File: src/rtl/fetch_unit_if.sv
// Instruction-memory request/response port between the fetch stage and imem.
// One request outstanding; addr held stable until ready.
interface fetch_unit_if;
  logic        req;
  logic [31:0] addr;
  logic        ready;
  logic [31:0] rdata;

  modport master (output req, addr, input  ready, rdata);
  modport slave  (input  req, addr, output ready, rdata);
endinterface

File: src/rtl/fetch_unit.sv
// RV32I fetch stage: owns the PC, issues one imem request at a time and
// presents pc/pc4/ir/flush to IF/ID, honouring stalls and EX redirects.
module fetch_unit #(
  parameter logic [31:0] RESET_PC = 32'h0000_0000,
  parameter logic [31:0] NOP_INSN = 32'h0000_0013
) (
  input  logic         clk,
  input  logic         rst,
  input  logic         stall_i,
  input  logic         redirect_valid_i,
  input  logic [31:0]  redirect_pc_i,
  fetch_unit_if.master imem,
  output logic [31:0]  pc_o,
  output logic [31:0]  pc4_o,
  output logic [31:0]  ir_o,
  output logic         flush_o
);

  typedef enum logic [1:0] {IDLE, REQ, HOLD, DRAIN} st_e;

  st_e         st_q, st_d;
  logic [31:0] pc_q, pc_d;
  logic [31:0] addr_q, addr_d;
  logic [31:0] ir_q, ir_d;

  logic [31:0] tgt;
  logic [31:0] pc_inc;
  logic        slot_vld;
  logic        consume;

  assign tgt      = redirect_pc_i & ~32'd3;
  assign pc_inc   = pc_q + 32'd4;
  assign slot_vld = ((st_q == REQ) && imem.ready) || (st_q == HOLD);
  assign consume  = slot_vld && !stall_i && !redirect_valid_i;

  assign pc_o      = pc_q;
  assign pc4_o     = pc_inc;
  assign imem.addr = addr_q;
  assign imem.req  = (st_q == REQ) || (st_q == DRAIN);

  // A redirect kills whatever slot is being presented this cycle.
  always_comb begin
    flush_o = 1'b1;
    ir_o    = NOP_INSN;
    if (slot_vld && !redirect_valid_i) begin
      flush_o = 1'b0;
      ir_o    = (st_q == HOLD) ? ir_q : imem.rdata;
    end
  end

  always_comb begin
    st_d   = st_q;
    pc_d   = pc_q;
    addr_d = addr_q;
    ir_d   = ir_q;
    unique case (st_q)
      IDLE: begin
        st_d   = REQ;
        pc_d   = redirect_valid_i ? tgt : pc_q;
        addr_d = redirect_valid_i ? tgt : pc_q;
      end
      REQ: begin
        if (redirect_valid_i) begin
          pc_d = tgt;
          if (imem.ready) addr_d = tgt;
          else            st_d   = DRAIN;   // stale handshake still has to complete
        end else if (imem.ready) begin
          if (consume) begin
            pc_d   = pc_inc;
            addr_d = pc_inc;
          end else begin
            ir_d = imem.rdata;
            st_d = HOLD;
          end
        end
      end
      HOLD: begin
        if (redirect_valid_i) begin
          pc_d   = tgt;
          addr_d = tgt;
          st_d   = REQ;
        end else if (!stall_i) begin
          pc_d   = pc_inc;
          addr_d = pc_inc;
          st_d   = REQ;
        end
      end
      DRAIN: begin
        if (redirect_valid_i) pc_d = tgt;
        if (imem.ready) begin
          addr_d = redirect_valid_i ? tgt : pc_q;
          st_d   = REQ;
        end
      end
      default: st_d = IDLE;
    endcase
  end

  always_ff @(posedge clk) begin
    if (rst) begin
      st_q   <= IDLE;
      pc_q   <= RESET_PC;
      addr_q <= RESET_PC;
      ir_q   <= NOP_INSN;
    end else begin
      st_q   <= st_d;
      pc_q   <= pc_d;
      addr_q <= addr_d;
      ir_q   <= ir_d;
    end
  end

endmodule
File: src/flat_wrapper.sv
// flat-port wrapper written by rule: the top's interface ports become plain ports
module fetch_unit_flat 
#(
  parameter logic [31:0] RESET_PC = 32'h0000_0000,
  parameter logic [31:0] NOP_INSN = 32'h0000_0013
)
  (clk, rst, stall_i, redirect_valid_i, redirect_pc_i, pc_o, pc4_o, ir_o, flush_o, imem_req, imem_addr, imem_ready, imem_rdata);
  fetch_unit_if imem_i ();
  input  logic clk;
  input  logic rst;
  input  logic stall_i;
  input  logic redirect_valid_i;
  input  logic [31:0] redirect_pc_i;
  output logic [31:0] pc_o;
  output logic [31:0] pc4_o;
  output logic [31:0] ir_o;
  output logic flush_o;
  output wire logic [$bits(imem_i.req)-1:0] imem_req;
  output wire logic [$bits(imem_i.addr)-1:0] imem_addr;
  input wire logic [$bits(imem_i.ready)-1:0] imem_ready;
  input wire logic [$bits(imem_i.rdata)-1:0] imem_rdata;
  assign imem_req = imem_i.req;
  assign imem_addr = imem_i.addr;
  assign imem_i.ready = imem_ready;
  assign imem_i.rdata = imem_rdata;
  fetch_unit #(.RESET_PC(RESET_PC), .NOP_INSN(NOP_INSN)) u_core (.clk(clk), .rst(rst), .stall_i(stall_i), .redirect_valid_i(redirect_valid_i), .redirect_pc_i(redirect_pc_i), .imem(imem_i), .pc_o(pc_o), .pc4_o(pc4_o), .ir_o(ir_o), .flush_o(flush_o));
endmodule
File: config.mk
export PLATFORM = sky130hd
export DESIGN_NAME = fetch_unit_flat
export DESIGN_NICKNAME = d
export VERILOG_FILES = /design/src/rtl/fetch_unit_if.sv /design/src/rtl/fetch_unit.sv /design/src/flat_wrapper.sv
export SDC_FILE = /design/constraint.sdc
export NUM_CORES = 1
export LEC_CHECK = 0
export ABC_CLOCK_PERIOD_IN_PS = 2420
export CAP_MARGIN = 20
export CORE_MARGIN = 2
export CORE_UTILIZATION = 42
export CTS_BUF_LIST = sky130_fd_sc_hd__clkbuf_16
export DETAILED_ROUTE_END_ITERATION = 12
export GPL_TIMING_DRIVEN = 1
export MAX_ROUTING_LAYER = met4
export PLACE_DENSITY = 0.81
export SKIP_LAST_GASP = 1
export SYNTH_ARGS = -nofsm -noshare
export SYNTH_HDL_FRONTEND = slang
export SYNTH_SLANG_ARGS = --single-unit
File: constraint.sdc
create_clock -name clk -period 2.42 [get_ports clk]
set_clock_uncertainty 0.15 [all_clocks]
set_input_delay 0.242 -clock clk [delete_from_list [all_inputs] [get_ports clk]]
set_output_delay 0.242 -clock clk [all_outputs]
set_load 0.05 [all_outputs]
==> results of run 1 <==
path summary, 6_finish.rpt:
check,start,to,slack [ps],depth (start not counted)
max reg2reg,u_core.pc_o[3]$_SDFFE_PP0P_,u_core.pc_o[28]$_SDFFE_PP0P_,50,8
min,rst,u_core.ir_q[0]$_SDFFE_PP1P_,260,4
max,u_core.pc_o[3]$_SDFFE_PP0P_,pc4_o[26],-260,8
min reg2reg,u_core.ir_q[16]$_SDFFE_PP0P_,u_core.ir_q[16]$_SDFFE_PP0P_,310,2
per-stage QoR:
stage	hold slack (ps)	power (uW)
finish	265	5920
global route	277	6130
global placement	291	4310
detailed placement	296	4340
CTS	247	5910
floorplan	216	3330
flip-flops by register name, summed over array words and instances, names as in the netlist:
name / flops
u_core.imem.addr: 32
u_core.st_q: 2
u_core.ir_q: 32
u_core.pc_o: 32
worst reg2reg max path: cells and delay by family, from the launching register on:
| family | cells | cell delay (ps) |
|---|---|---|
| AND/OR/NAND/NOR | 3 | 830 |
| AO/OA/AOI/OAI | 2 | 500 |
| flip-flops | 1 | 360 |
| buffers and inverters | 2 | 290 |
| adder cells (fa/ha/maj) | 1 | 130 |
routing by layer:
metal | global-route usage [%] | up-vias | routed length [um]
met2 | 46.9 | 316 | 10700
met5 | - | - | 0
met1 | 36.4 | 3201 | 8780
met4 | 12.9 | 0 | 661
met3 | 3.09 | 56 | 1420
li1 | - | 3129 | -
kinds of logic after synthesis:
| family | count (synthesis) |
|---|---|
| AO/OA/AOI/OAI | 161 |
| buffers and inverters | 87 |
| flip-flops | 98 |
| adder cells (fa/ha/maj) | 4 |
| AND/OR/NAND/NOR | 324 |
| multiplexers | 35 |
| XOR/XNOR | 65 |
repair_timing:
action                                  4_1_cts  5_1_grt
endpoints found under the setup margin       44       65
setup buffers                                 6        7
pin swaps                                     6        7
gates cloned                                  0        0
resized for setup                            21       21
hold endpoints to repair                      0        0
report_power, final:
group / total [uW] / switching (uW) / internal, uW
clock network: 1560 / 655 / 905
logic: 2510 / 1520 / 990
registers: 1850 / 108 / 1750
total: 5920 / 2280 / 3640
cell type report:
type	instances	area, um2	share of cell area [%]
Clock buffer	9	225	2.29
Sequential cell	98	2020	20.5
Tap cell	180	225	2.29
Multi-Input combinational cell	589	4030	40.9
Inverter	13	48.8	0.495
Clock inverter	7	92.6	0.939
Timing Repair Buffer	282	3210	32.6
cells in the final DEF, fill, tap and decap left out, types with 4 or more instances in the layout:
cell type	netlist	routed
nor2_2	0	34
clkdlybuf4s50_1	0	133
a31oi_1	5	5
and4_1	8	5
xnor2_4	0	4
nand2b_1	7	7
o21a_1	13	13
o31a_1	7	7
dfxtp_4	0	12
a211oi_1	16	16
o21ai_0	27	27
nor2b_1	5	5
nor4_1	10	8
xnor2_1	34	25
a21boi_0	4	4
buf_4	12	85
dfxtp_1	98	72
nand3_1	31	29
xnor2_2	0	5
dfxtp_2	0	14
o211ai_1	7	7
nand4_1	23	23
nor3_1	25	23
xor2_2	0	4
xor2_1	31	21
xor2_4	0	6
nor2_4	0	8
and3_1	7	6
buf_12	0	60
clkbuf_16	0	9
mux2i_1	35	35
inv_1	13	12
a21oi_1	63	63
nand2_1	121	120
nor2_1	70	28
==> impl_metrics.yaml, run 1 <==
job:
  max_cap_viol_count: 0
logic_synthesis:
  synthMuxAreaShare_pct: 5.98
  synthXorXnorAreaFrac_pct: 9.71
  seq_area_frac_synth_pct: 33.5
  synth.area.top_cells: "dfxtp_1 33%, nand2_1 7.7%, mux2i_1 6.0%"
  ys_ff_latch: 98
  synth_warnings: 0
  synth.distinct_cells: 53
  synth_top_area_cell: "dfxtp_1"
  async_flop_share_pct: 0
  ys.flop_type: "dfxtp_1"
  synth.cell_area_um2: 5860
  synth_compound_area_share_pct: 17.2
  syn_area_per_cell_um2: 7.57
  synth.most_common_cell: "nand2_1"
  synth_fp_nets: 847
  synth-simple-area-share_pct: 26.3
  synthAdderAreaFrac_pct: 0.854
  netlist_instances: 774
  ys_top_cells_by_count: "121 x nand2_1, 98 x dfxtp_1, 70 x nor2_1"
  synth.top_cell.area_share_pct: 33.5
  synth_top_family_by_area: "simple AND/OR/NAND/NOR gates"
  synth_edf_count: 0
grt:
  grt_pass1_vias: 6387
  antenna_found_initial: 0
  grt_overflow: 0
  grt_max_degree: 70
  grt_pass1_wl_um: 32900
  grt_usage_pct: 28.9
die:
  die_x_um: 122
  fp-row-count: 43
  die_height_um: 122
  fp.dieArea_um2: 14900
  initial_utilization_pct: 42.6
  coreArea_um2: 13800
  ios: 199
placed_design:
  dp_cells: 1149
  dpl-instance-area_um2: 9260
  io_buffers: 196
  dp_hpwl_um: 15100
  routabilityCongestion: 0.951
  dp_slack_ps: -53.8
setup_path:
  slowest_stage: "or4_4"
  critPathMaxFanout: 6
  cp-end-kind: "output pin"
  crit_family: "simple AND/OR/NAND/NOR gates"
  cpPeakStageDelay_ps: 470
  worstPathRequired_ps: 2030
  crit_path_cell_trace: "ha_4 -> nand4_1 -> or4_4 -> or2_1 -> buf_6 -> nor2_4 -> xor2_4 -> buf_12"
  path_class: "reg -> out"
  crit_arrival_ps: 2290
  cp-start-kind: "register"
  critical_path_buf_inv_count: 2
pwr:
  vdd_ir_drop_max_uv: 407
  pwr_density_cell_nw_per_um2: 601
  leakagePower_uw: 0.00365
layout:
  design_area_um2: 9860
  fin_util_pct: 71.6
  drive_gt1_share_pct: 27.7
  n_fill_cell: 1040
  area_delta_synth_final_pct: 68.1
  fin_cells: 1178
  fin_nets: 1066
  antenna_cells: 0
sta:
  slew_viol_final: 0
  fin_crit_sh_pct: 111
  fin_ws_ps: -261
  relSlewSlack_pct: 45.9
  finalCriticalPeriod_ps: 2680
  fmax_mhz: 373
  tightest_slew_ps: 811
  fin_setup_tns_ps: -1250
  setup_violations: 5
  rsz0062_at_grt: "true"
  hold_viol: 0
run_status:
  status: "finished with violations"
  failed_checks: "setup timing"
clock_network:
  cts_htree_levels: 3
  cts-root-buf: "clkbuf_16"
  cts_hold_buf: 0
  numCtsBuffers: 9
  worstSkewPairLatency_ps: 350
  cts_tree: "done"
  cts_buffer_depth: 2
  cts_num_sinks: 98
  clkTransAtPathRegs_ps: 70
hold_path:
  hold_path_class: "in -> reg"
routing:
  wl_um: 21500
  routedWlPerCell_um: 18.3
  ant_nets: 0
  drt_iter0_markers: 562
  remaining_drc_errors: 0
  vias: 6702
  dr.pass1.iters: 5
  vias_per_cell: 5.69
(Power assumes the default switching activity.)
==> run 2, diff against run 1 <==
ABC_CLOCK_PERIOD_IN_PS = not set   (was 2420)
CORE_ASPECT_RATIO = 2   (was not set)
==> run 2 against run 1 <==
The flow still finishes with violations (setup timing); largest power group unchanged; final area shrank 0.70%; first-iteration DRC count grew 8.7%; non-clock buffer count shrank 3; via count grew 0.95%.
==> impl_metrics.yaml, run 2 (same netlist as run 1, synthesis figures left out) <==
run_status:
  status: "finished with violations"
  failed_checks: "setup timing"
clock_network:
  clkTransAtPathRegs_ps: 70
  numCtsBuffers: 9
  cts_num_sinks: 98
  cts_tree: "done"
  cts-root-buf: "clkbuf_16"
  cts_hold_buf: 0
  cts_buffer_depth: 2
  worstSkewPairLatency_ps: 350
  cts_htree_levels: 3
sta:
  slew_viol_final: 0
  hold_viol: 0
  setup_violations: 12
  rsz0062_at_grt: "true"
  fin_ws_ps: -322
  finalCriticalPeriod_ps: 2740
  relSlewSlack_pct: 45.3
  fmax_mhz: 365
  fin_crit_sh_pct: 113
  tightest_slew_ps: 814
  fin_setup_tns_ps: -1930
setup_path:
  crit_arrival_ps: 2350
  path_class: "reg -> out"
  critPathMaxFanout: 3
  worstPathRequired_ps: 2030
  cp-end-kind: "output pin"
  critPathLaunch: "u_core.pc_o[10]$_SDFFE_PP0P_"
  r2r_end: "u_core.imem.addr[22]$_SDFFE_PP0P_"
  ff2ff_path_depth: 10
  cp-start-kind: "register"
  r2r_slack_ps: -100
  reg2reg_from: "u_core.pc_o[3]$_SDFFE_PP0P_"
  cp-endpoint: "pc4_o[26]"
die:
  fp-row-count: 61
  initial_utilization_pct: 42.7
  coreArea_um2: 13700
  die_x_um: 87.5
  ios: 199
  fp.dieArea_um2: 15000
  die_height_um: 171
layout:
  fin_cells: 1152
  antenna_cells: 0
  design_area_um2: 9790
  most-common-layout-cells: "134 x clkdlybuf4s50_1, 119 x nand2_1, 79 x buf_4"
  area_delta_synth_final_pct: 67.0
  fin_nets: 1063
  drive_gt1_share_pct: 27.5
  layout_commonest_cell: "clkdlybuf4s50_1"
pwr:
  p_seq_share_pct: 31.8
  cellInternalPower_uw: 3510
  pwr_density_cell_nw_per_um2: 595
  vdd_ir_drop_max_uv: 434
  swShare_pct: 39.6
  pwr-share-comb_pct: 42.8
  p_switching_uw: 2310
  leakagePower_uw: 0.00362
  pwr-share-clk_pct: 25.3
grt:
  grt_usage_pct: 27.7
  grt_pass1_wl_um: 32500
  grt_overflow: 0
  grt_max_degree: 70
  grt_pass1_vias: 6492
  antenna_found_initial: 0
placed_design:
  dp_hpwl_um: 14500
  io_buffers: 196
  dpl-instance-area_um2: 9190
  routabilityCongestion: 0.933
  dp_cells: 1122
routing:
  dr.pass1.iters: 7
  vias_per_cell: 5.87
  routedWlPerCell_um: 18.2
  ant_nets: 0
  vias: 6766
  wl_um: 21000
  remaining_drc_errors: 0
  drt_iter0_markers: 611
job:
  max_cap_viol_count: 0
hold_path:
  hold_path_class: "reg -> reg"
run 2: critical path: stages (launching register included):
cell,delay (ps)
dfxtp_4,350
nand4_1,240
or4_4,570
or2_4,260
buf_6,130
nor2_4,120
xor2_4,180
buf_12,150
run 2: routing by layer:
layer / up-vias / GRT usage [%] / share of wire (%)
met5: - / - / 0
met4: 0 / 10.2 / 3.2
met3: 62 / 4.10 / 7.8
met2: 404 / 44.0 / 50
met1: 3186 / 35.4 / 39
li1: 3114 / - / -
run 2: timing repair:
item	CTS	global route
endpoints found under the setup margin	49	72
buffers inserted	8	6
cloned	0	0
pin swaps	7	16
gates resized for setup	21	30
run 2: how the worst min path moves through the flow:
stage / from / to / cells past startpoint
final: u_core.ir_q[6]$_SDFFE_PP0P_ / u_core.ir_q[6]$_SDFFE_PP0P_ / 2
after global routing: imem_rdata[9] / u_core.ir_q[9]$_SDFFE_PP0P_ / 3
after CTS: u_core.ir_q[12]$_SDFFE_PP0P_ / u_core.ir_q[12]$_SDFFE_PP0P_ / 2
after detailed placement: u_core.ir_q[18]$_SDFFE_PP0P_ / u_core.ir_q[18]$_SDFFE_PP0P_ / 2
after global placement: u_core.ir_q[11]$_SDFFE_PP0P_ / u_core.ir_q[11]$_SDFFE_PP0P_ / 2
after floorplan: imem_rdata[0] / u_core.ir_q[0]$_SDFFE_PP1P_ / 2
run 2: power groups by stage:
stage / combinational (uW) / sequential [uW] / clock (uW)
floorplan: 1080 / 2250 / 0
global placement: 2400 / 1880 / 0
CTS: 2450 / 1850 / 1490
global route: 2610 / 1870 / 1540
detailed placement: 2430 / 1880 / 0
finish: 2490 / 1850 / 1470
run 2: area by class of cell:
type / count / area [um2]
clock buffer: 10 / 250
multi-input combinational: 589 / 4020
sequential: 98 / 2030
tap: 157 / 196
timing repair buffer: 279 / 3190
fill: 976 / 3950
inverter: 13 / 48.8
clock inverter: 6 / 55.1
run 2: through the flow:
stage                     worst slack [ps]  hold slack, ps  power (uW)  util [%]
final                                 -322             306        5820      71.2
after global routing                  -324             312        6020      71.2
after CTS                             -310             306        5790      70.2
after detailed placement              24.8             296        4310      66.9
after global placement                30.0             291        4270      66.9
after floorplan                       -127             216        3330         -
==> run 3, diff against run 2 <==
CORE_MARGIN = not set   (was 2)
==> run 3 against run 2 <==
The flow still finishes with violations (setup timing); combinational power fell by 3%; clock-buffer cell count fell by 1; critical path depth rose by 1; cell count rose by 0.87%; final area fell by 3.1%; clock power fell by 9.5%; wire length rose by 2.2%.
==> impl_metrics.yaml, run 3 (same netlist as run 1, synthesis figures left out) <==
grt:
  grt_pass1_vias: 6519
  grt_pass1_wl_um: 32700
  grt_overflow: 0
  grt_max_degree: 45
  grt_usage_pct: 29.4
  antenna_found_initial: 0
routing:
  vias: 6693
  dr.pass1.iters: 7
  ant_nets: 0
  routedWlPerCell_um: 18.4
  vias_per_cell: 5.76
  drt_iter0_markers: 528
  remaining_drc_errors: 0
  wl_um: 21400
setup_path:
  critical_path_buf_inv_count: 2
  r2r_slack_ps: 50
  crit_arrival_ps: 2390
  reg2reg_from: "u_core.pc_o[3]$_SDFFE_PP0P_"
  cp-end-kind: "output pin"
  r2r_end: "u_core.pc_o[28]$_SDFFE_PP0P_"
  crit_family: "simple AND/OR/NAND/NOR gates"
  crit_path_cell_trace: "ha_4 -> nand4_1 -> or4_4 -> or2_4 -> buf_4 -> nor2_4 -> xor2_4 -> buf_12"
  slowest_stage: "or4_4"
  critPathMaxFanout: 4
  worstPathRequired_ps: 2030
  path_class: "reg -> out"
  cp-start-kind: "register"
  ff2ff_path_depth: 7
  cpPeakStageDelay_ps: 500
pwr:
  power_uw: 5590
  vdd_ir_drop_max_uv: 404
  leakagePower_uw: 0.00358
  pwr_density_cell_nw_per_um2: 590
run_status:
  status: "finished with violations"
  failed_checks: "setup timing"
sta:
  relSlewSlack_pct: 60.0
  hold_viol: 0
  fmax_mhz: 359
  setup_violations: 5
  fin_crit_sh_pct: 115
  tightest_slew_ps: 597
  holdWs_ps: 290
  finalCriticalPeriod_ps: 2780
  fin_ws_ps: -363
  slew_viol_final: 0
  rsz0062_at_grt: "true"
clock_network:
  numCtsBuffers: 9
  cts_tree: "done"
  cts-root-buf: "clkbuf_16"
  cts_num_sinks: 98
  cts_htree_levels: 3
  worstSkewPairLatency_ps: 340
  cts_hold_buf: 0
  cts_buffer_depth: 2
  clkTransAtPathRegs_ps: 70
die:
  die_height_um: 169
  coreArea_um2: 13500
  die_x_um: 85.5
  ios: 199
  initial_utilization_pct: 43.4
  fp-row-count: 60
  fp.dieArea_um2: 14500
hold_path:
  hold_depth: 3
  holdCritStartpoint: "rst"
  hold_path_class: "in -> reg"
  hold_path_end: "u_core.ir_q[3]$_SDFFE_PP0P_"
placed_design:
  dp_cells: 1135
  io_buffers: 196
  routabilityCongestion: 0.950
  dp_hpwl_um: 15800
layout:
  fin_cells: 1162
  most-common-layout-cells: "134 x clkdlybuf4s50_1, 120 x nand2_1, 116 x buf_4"
  fin_util_pct: 70.2
  antenna_cells: 0
  fin_nets: 1075
  area_delta_synth_final_pct: 61.8
  drive_gt1_share_pct: 27.8
  layout_commonest_cell: "clkdlybuf4s50_1"
  n_fill_cell: 1036
job:
  max_cap_viol_count: 0
==> run 3: cell types whose count changed in the layout (fill, tap and decap cells not counted), sizes merged <==
cell / before / now
buf: 143 / 154
clkinv: 3 / 6
inv: 16 / 13
clkinvlp: 0 / 1
==> run 3: cell type report <==
class | count | area (um2) | area share, %
Timing Repair Buffer | 291 | 2940 | 31.0
Tap cell | 155 | 194 | 2.04
Multi-Input combinational cell | 589 | 4010 | 42.2
Clock inverter | 7 | 47.5 | 0.501
Inverter | 13 | 48.8 | 0.514
Sequential cell | 98 | 2020 | 21.3
Clock buffer | 9 | 225 | 2.37
==> run 3: layer usage <==
layer	share of wire, %	vias to the layer above	global-route usage [%]	wire length (um)
met3	6.3	86	3.71	1350
li1	-	3135	-	-
met4	5.3	0	16.7	1130
met2	54	337	53.5	11500
met5	0	-	-	0
met1	35	3135	29.7	7390
==> run 3: worst max path at each step <==
stage / startpoint / to / slack [ps] / depth (start not counted)
floorplan: u_core.pc_o[18]$_SDFFE_PP0P_ / pc4_o[24] / -130 / 7
global placement: u_core.pc_o[3]$_SDFFE_PP0P_ / pc4_o[24] / -0.007 / 8
detailed placement: u_core.pc_o[3]$_SDFFE_PP0P_ / pc4_o[24] / -20 / 8
CTS: u_core.pc_o[3]$_SDFFE_PP0P_ / pc4_o[24] / -350 / 8
global route: u_core.pc_o[3]$_SDFFE_PP0P_ / pc4_o[22] / -400 / 8
finish: u_core.pc_o[3]$_SDFFE_PP0P_ / pc4_o[26] / -360 / 8
==> run 3: tightest hold or removal path, cell delays in order <==
cell and delay, ps:
buf_2 120, buf_4 240, a21oi_1 140
==> run 3: report_power, final <==
part           switching [uW]  internal, uW  leakage, uW
Combinational            1490           923      0.00262
Clock                     634           696     0.000137
Sequential                102          1750     0.000816
==> run 3: per-stage QoR <==
stage | TNS (ps) | instance area, um2 | setup slack [ps]
detailed placement | -24.5 | 8940 | -24.5
finish | -1750 | 9490 | -363
floorplan | -838 | 6300 | -127
CTS | -1750 | 9340 | -348
global placement | -0.00711 | 8940 | -0.00711
global route | -2130 | 9490 | -397
==> run 3: what timing repair did <==
action | 4_1_cts | 5_1_grt
setup buffers | 3 | 8
setup endpoints to repair | 51 | 64
gates resized for setup | 26 | 20
pin swaps | 7 | 10
endpoints found under the hold margin | 0 | 0
